## src/rtl/btn_pkg.sv

```systemverilog
// Shared types and 100 MHz default limits for push-button conditioning logic.
package btn_pkg;

  typedef enum logic [1:0] {
    S_RELEASED,
    S_PRESS_PEND,
    S_PRESSED,
    S_RELEASE_PEND
  } btn_state_t;

  localparam int DEF_DEBOUNCE_LIMIT   = 1_000_000;    // 10 ms at 100 MHz
  localparam int DEF_LONG_PRESS_LIMIT = 100_000_000;  // 1 s at 100 MHz

endpackage

```

## src/rtl/sync_2ff.sv

```systemverilog
// Generic two-flop synchronizer for asynchronous pin inputs.
module sync_2ff #(
  parameter int WIDTH = 1
) (
  input  logic             i_clk,
  input  logic             i_rst,
  input  logic [WIDTH-1:0] i_d,
  output logic [WIDTH-1:0] o_q
);

  logic [WIDTH-1:0] sync_p0;
  logic [WIDTH-1:0] sync_p1;

  always_ff @(posedge i_clk or posedge i_rst) begin
    if (i_rst) begin
      sync_p0 <= '0;
      sync_p1 <= '0;
    end else begin
      sync_p0 <= i_d;
      sync_p1 <= sync_p0;
    end
  end

  assign o_q = sync_p1;

endmodule

```

## src/rtl/button_debouncer.sv

```systemverilog
// Debounces a raw push-button into a clean level plus press, release and
// long-press single-cycle pulses, all registered.
module button_debouncer
  import btn_pkg::*;
#(
  parameter int DEBOUNCE_LIMIT   = DEF_DEBOUNCE_LIMIT,
  parameter int LONG_PRESS_LIMIT = DEF_LONG_PRESS_LIMIT
) (
  input  logic i_clk,
  input  logic i_rst,
  input  logic i_btn,
  output logic o_level,
  output logic o_press,
  output logic o_release,
  output logic o_long
);

  localparam int CNT_W  = $clog2(DEBOUNCE_LIMIT + 1);
  localparam int HOLD_W = $clog2(LONG_PRESS_LIMIT + 1);

  localparam logic [CNT_W-1:0]  CNT_LAST = CNT_W'(DEBOUNCE_LIMIT - 1);
  localparam logic [HOLD_W-1:0] HOLD_MAX = HOLD_W'(LONG_PRESS_LIMIT);

  btn_state_t        state;
  btn_state_t        state_nxt;
  logic [CNT_W-1:0]  cnt;
  logic [CNT_W-1:0]  cnt_nxt;
  logic [HOLD_W-1:0] hold;
  logic [HOLD_W-1:0] hold_nxt;
  logic              level_nxt;
  logic              press_nxt;
  logic              release_nxt;
  logic              long_nxt;
  logic              btn_s;

  // Sticks at HOLD_MAX so o_long can only fire once per press.
  function automatic logic [HOLD_W-1:0] sat_inc_hold(input logic [HOLD_W-1:0] v);
    return (v == HOLD_MAX) ? v : v + 1'b1;
  endfunction

  sync_2ff #(
    .WIDTH (1)
  ) u_sync (
    .i_clk (i_clk),
    .i_rst (i_rst),
    .i_d   (i_btn),
    .o_q   (btn_s)
  );

  // Stage p0: synchronized sample -> next-state decision
  always_comb begin
    state_nxt   = state;
    cnt_nxt     = cnt;
    hold_nxt    = hold;
    level_nxt   = o_level;
    press_nxt   = 1'b0;
    release_nxt = 1'b0;
    long_nxt    = 1'b0;

    case (state)
      S_RELEASED: begin
        if (btn_s) begin
          state_nxt = S_PRESS_PEND;
          cnt_nxt   = '0;
        end
      end

      S_PRESS_PEND: begin
        if (!btn_s) begin
          state_nxt = S_RELEASED;
        end else if (cnt == CNT_LAST) begin
          state_nxt = S_PRESSED;
          level_nxt = 1'b1;
          press_nxt = 1'b1;
          hold_nxt  = '0;
        end else begin
          cnt_nxt = cnt + 1'b1;
        end
      end

      S_PRESSED: begin
        if (!btn_s) begin
          state_nxt = S_RELEASE_PEND;
          cnt_nxt   = '0;
        end else begin
          hold_nxt = sat_inc_hold(hold);
          long_nxt = (hold != HOLD_MAX) && (hold_nxt == HOLD_MAX);
        end
      end

      S_RELEASE_PEND: begin
        // A return to 1 resumes the press with hold kept as it was.
        if (btn_s) begin
          state_nxt = S_PRESSED;
        end else if (cnt == CNT_LAST) begin
          state_nxt   = S_RELEASED;
          level_nxt   = 1'b0;
          release_nxt = 1'b1;
        end else begin
          cnt_nxt = cnt + 1'b1;
        end
      end

      default: begin
        state_nxt = S_RELEASED;
      end
    endcase
  end

  // Stage p1: state, counters and registered outputs
  always_ff @(posedge i_clk or posedge i_rst) begin
    if (i_rst) begin
      state     <= S_RELEASED;
      cnt       <= '0;
      hold      <= '0;
      o_level   <= 1'b0;
      o_press   <= 1'b0;
      o_release <= 1'b0;
      o_long    <= 1'b0;
    end else begin
      state     <= state_nxt;
      cnt       <= cnt_nxt;
      hold      <= hold_nxt;
      o_level   <= level_nxt;
      o_press   <= press_nxt;
      o_release <= release_nxt;
      o_long    <= long_nxt;
    end
  end

endmodule

```

## config.mk

```make
export PLATFORM = sky130hd
export DESIGN_NAME = button_debouncer
export DESIGN_NICKNAME = d
export VERILOG_FILES = /design/src/rtl/btn_pkg.sv /design/src/rtl/sync_2ff.sv /design/src/rtl/button_debouncer.sv
export SDC_FILE = /design/constraint.sdc
export NUM_CORES = 1
export LEC_CHECK = 0
export CORE_UTILIZATION = 50
export DETAILED_ROUTE_END_ITERATION = 16
export PLACE_DENSITY_LB_ADDON = 0.25
export SLEW_MARGIN = 20
export SYNTH_ARGS = -nofsm -noshare
export SYNTH_HDL_FRONTEND = slang
export SYNTH_HIERARCHICAL = 1
export SYNTH_SLANG_ARGS = --single-unit
```

## constraint.sdc

```tcl
create_clock -name i_clk -period 2 [get_ports i_clk]
set_input_delay 0.4 -clock i_clk [delete_from_list [all_inputs] [get_ports i_clk]]
set_output_delay 0.4 -clock i_clk [all_outputs]
set_load 0.005 [all_outputs]
```

==> impl_metrics.tcl <==
set metrics [dict create \
    status "finished, final reports clean" \
    place_congestion 0.942 \
    grt_use_total 0.258 \
    cp.depth 7 \
    setup_slack_ns 0.0676 \
    r2r-start "cnt[10]$_DFFE_PP0P_" \
    setup_violations 0 \
    routed_wirelength_um 8570 \
    yosysSeqAreaShare 0.409 \
    cts_tree "yes" \
    first_pass_iters 5 \
    fin_crit_ns 1.93 \
    overflow 0 \
    io_buffers 6 \
    maxSlewViolCount 0 \
    worst_clock_skew_ns 0.0175 \
    dp_slack_ns -0.246 \
    crit_slowest_cell "dfrtp_1" \
    antenna_found_initial 0 \
    fmax_mhz 517 \
    p_leak_nw 1.89 \
    ys_seq_elements 55 \
    ios 7 \
    cts.sinks 55 \
    wl_met1_um 3530 \
    nets 446 \
    cts_hold_buffers 0 \
    cts-buffers-inserted 5 \
    drv_cap 0 \
    tightestPinTransition_ns 0.674 \
    dp_cells 507 \
    r2r_setup_slack_ns 0.07 \
    grt_max_degree 26 \
    yosys_warnings 6 \
    syn_to_final_growth_pct 27.0 \
    worstReg2RegEnd "hold[19]$_DFFE_PP0P_" \
    slowest_delay_ns 0.41 \
    diodes 0 \
    start_util 0.524 \
    syn-num-nets 387 \
    period_share 0.966 \
    ys_types 55 \
    ant_nets 0 \
    hold_ws_ns 0.263 \
    slew_headroom 0.550 \
    syn-cell-area_um2 3370 \
    end_kind "register" \
    crit_chain "nor4b_2 -> and4_1 -> nor4b_4 -> o21ai_2 -> buf_6 -> o21ai_0 -> o21ai_1" \
    synth_edf_count 0 \
    p_per_area_nw_per_um2 443 \
    dieArea_um2 7070 \
    report.final.hold_viol_count 0 \
    grt_pass1_wl_um 14600 \
    wl_met3_um 361 \
    hp-class "in2async" \
    viasPerCell 6.02 \
    synth_async_sr_flop_share 1.00 \
    dp_hpwl_um 6250 \
    cts-htree-levels 2 \
    start_kind "register" \
    finalNonFillerCells 518 \
    die_w_um 84.1 \
    vias 3117 \
    rows 29 \
    path_clk_slew_ns 0.11 \
    grt_pass1_vias 3102 \
    critPathMaxFanout 8 \
    avgSynthCellArea_um2 8.84 \
    critical_path_class "reg2reg" \
    cp.buffers_inverters 1 \
    syn_inst 381 \
    ys.flop_type "dfrtp_1" \
    layout-drive-gt1-share 0.311 \
    arrival_ns 2.13 \
    routed.top_layer "met4" \
    design.core.area_um2 6420 \
    final_core_util 0.666 \
    first_iter_violations 202 \
    wl_per_cell_um 16.6 \
    dr_wl_met2_um 4410 \
    vdd_drop_max_mv 0.369 \
    clk_latency_ns 0.32 \
    cts-root-buf "clkbuf_8" \
    critical_path_required_ns 2.20 \
    drc 0 \
    reg2reg_depth 7 \
    clock_path_buffers 2 \
    cp-startpoint "cnt[10]$_DFFE_PP0P_" \
    rsz0062_at_grt "true" \
    path_delay_family "simple AND/OR/NAND/NOR gates" \
    die_h_um 84.1 \
]
[cell type report]
cell class / instances / area [µm²]
multi-input combinational: 288 / 2020
clock buffer: 6 / 82.6
fill: 481 / 2150
inverter: 13 / 48.8
sequential: 55 / 1380
clock inverter: 2 / 13.8
timing repair buffer: 77 / 637
tap: 77 / 96.3
[flip-flops by register name (all words and copies together) (netlist names), named ones only]
signal and count:
hold 27, u_sync/sync_p0 1, o_press 1, u_sync/o_q 1, state 1, o_level 1, cnt 20, o_release 1
o_long 1
[synth_stat cells, types with 3 or more instances]
master / number / area share
a21oi_1: 19 / 0.028
a22o_1: 4 / 0.010
a31oi_1: 15 / 0.028
and2_1: 3 / 0.0056
and3_1: 7 / 0.013
and4_1: 4 / 0.010
and4_2: 3 / 0.0089
buf_2: 9 / 0.013
buf_6: 3 / 0.010
clkbuf_1: 10 / 0.011
dfrtp_1: 55 / 0.41
ha_1: 3 / 0.011
inv_1: 13 / 0.014
nand2_1: 40 / 0.045
nand3_1: 12 / 0.018
nand4_1: 12 / 0.022
nand4_2: 3 / 0.011
nor2_1: 39 / 0.043
nor3_1: 15 / 0.022
nor4_2: 3 / 0.011
nor4b_1: 5 / 0.013
o21ai_0: 29 / 0.043
o21ai_1: 3 / 0.0045
o31ai_1: 4 / 0.0089
or3_1: 4 / 0.0074
xnor2_1: 14 / 0.036
xor2_1: 12 / 0.031
[timing repair]
action / 4_1_cts / 5_1_grt
gates resized for setup: 12 / 48
setup buffers: 0 / 3
endpoints found under the setup margin: 17 / 34
pin swaps: 0 / 11
[metal layers]
metal,up-vias,GRT usage
met5,-,0
met4,0,0.113
met3,30,0.0465
met2,92,0.446
met1,1505,0.314
li1,1490,-
[power breakdown]
part           internal, mW  switching [mW]  leakage [nW]  total, mW
clock                 0.285           0.391        0.0516      0.676
combinational        0.0342          0.0537          1.09     0.0879
sequential             1.12         0.00922         0.755       1.13
total                  1.44           0.454          1.89       1.90
[stage by stage]
stage	TNS [ns]	power, mW	cell area, µm²
finish	0	1.90	4280
global route	-0.134	1.97	4280
CTS	0	1.91	4070
detailed placement	-0.562	1.24	3920
global placement	-0.396	1.23	3920
floorplan	0	1.20	3370
[layout by cell type, fill, tap and decap left out, types with 4 or more instances in the layout]
master,Yosys,final
a21oi_1,19,19
a22o_1,4,4
a31oi_1,15,14
and3_1,7,6
buf_4,0,64
buf_6,3,5
clkbuf_8,1,6
clkdlybuf4s50_1,0,6
dfrtp_1,55,52
inv_1,13,12
nand2_1,40,40
nand3_1,12,9
nand4_1,12,12
nor2_1,39,38
nor3_1,15,6
nor3_2,0,8
nor4_4,2,4
o21ai_0,29,18
o21ai_1,3,9
o21ai_2,0,5
o31ai_1,4,4
or3_1,4,4
xnor2_1,14,13
xor2_1,12,12
[how the worst max path moves through the flow]
| stage | to |
|---|---|
| global placement | o_long$_DFF_PP0_ |
| CTS | cnt[7]$_DFFE_PP0P_ |
| global route | o_long$_DFF_PP0_ |
| finish | hold[19]$_DFFE_PP0P_ |
| detailed placement | o_long$_DFF_PP0_ |
| floorplan | o_long$_DFF_PP0_ |
[worst register-to-register path, stage by stage (launching register included)]
cell and delay, ns:
dfrtp_1 0.41, nor4b_2 0.32, and4_1 0.29, nor4b_4 0.25, o21ai_2 0.15, buf_6 0.16, o21ai_0 0.16, o21ai_1 0.08
[kinds of logic (layout without fill, tap and decap cells)]
kind of cell,Yosys count,in the layout,synth area share
compound gates,83,83,0.146
xor+xnor,26,26,0.0676
fa+ha+maj,3,3,0.0111
mux,4,4,0.0126
simple gates,172,172,0.298
flops,55,55,0.409
buf+inv,38,98,0.0561
Power figures use the tool's default switching activity.
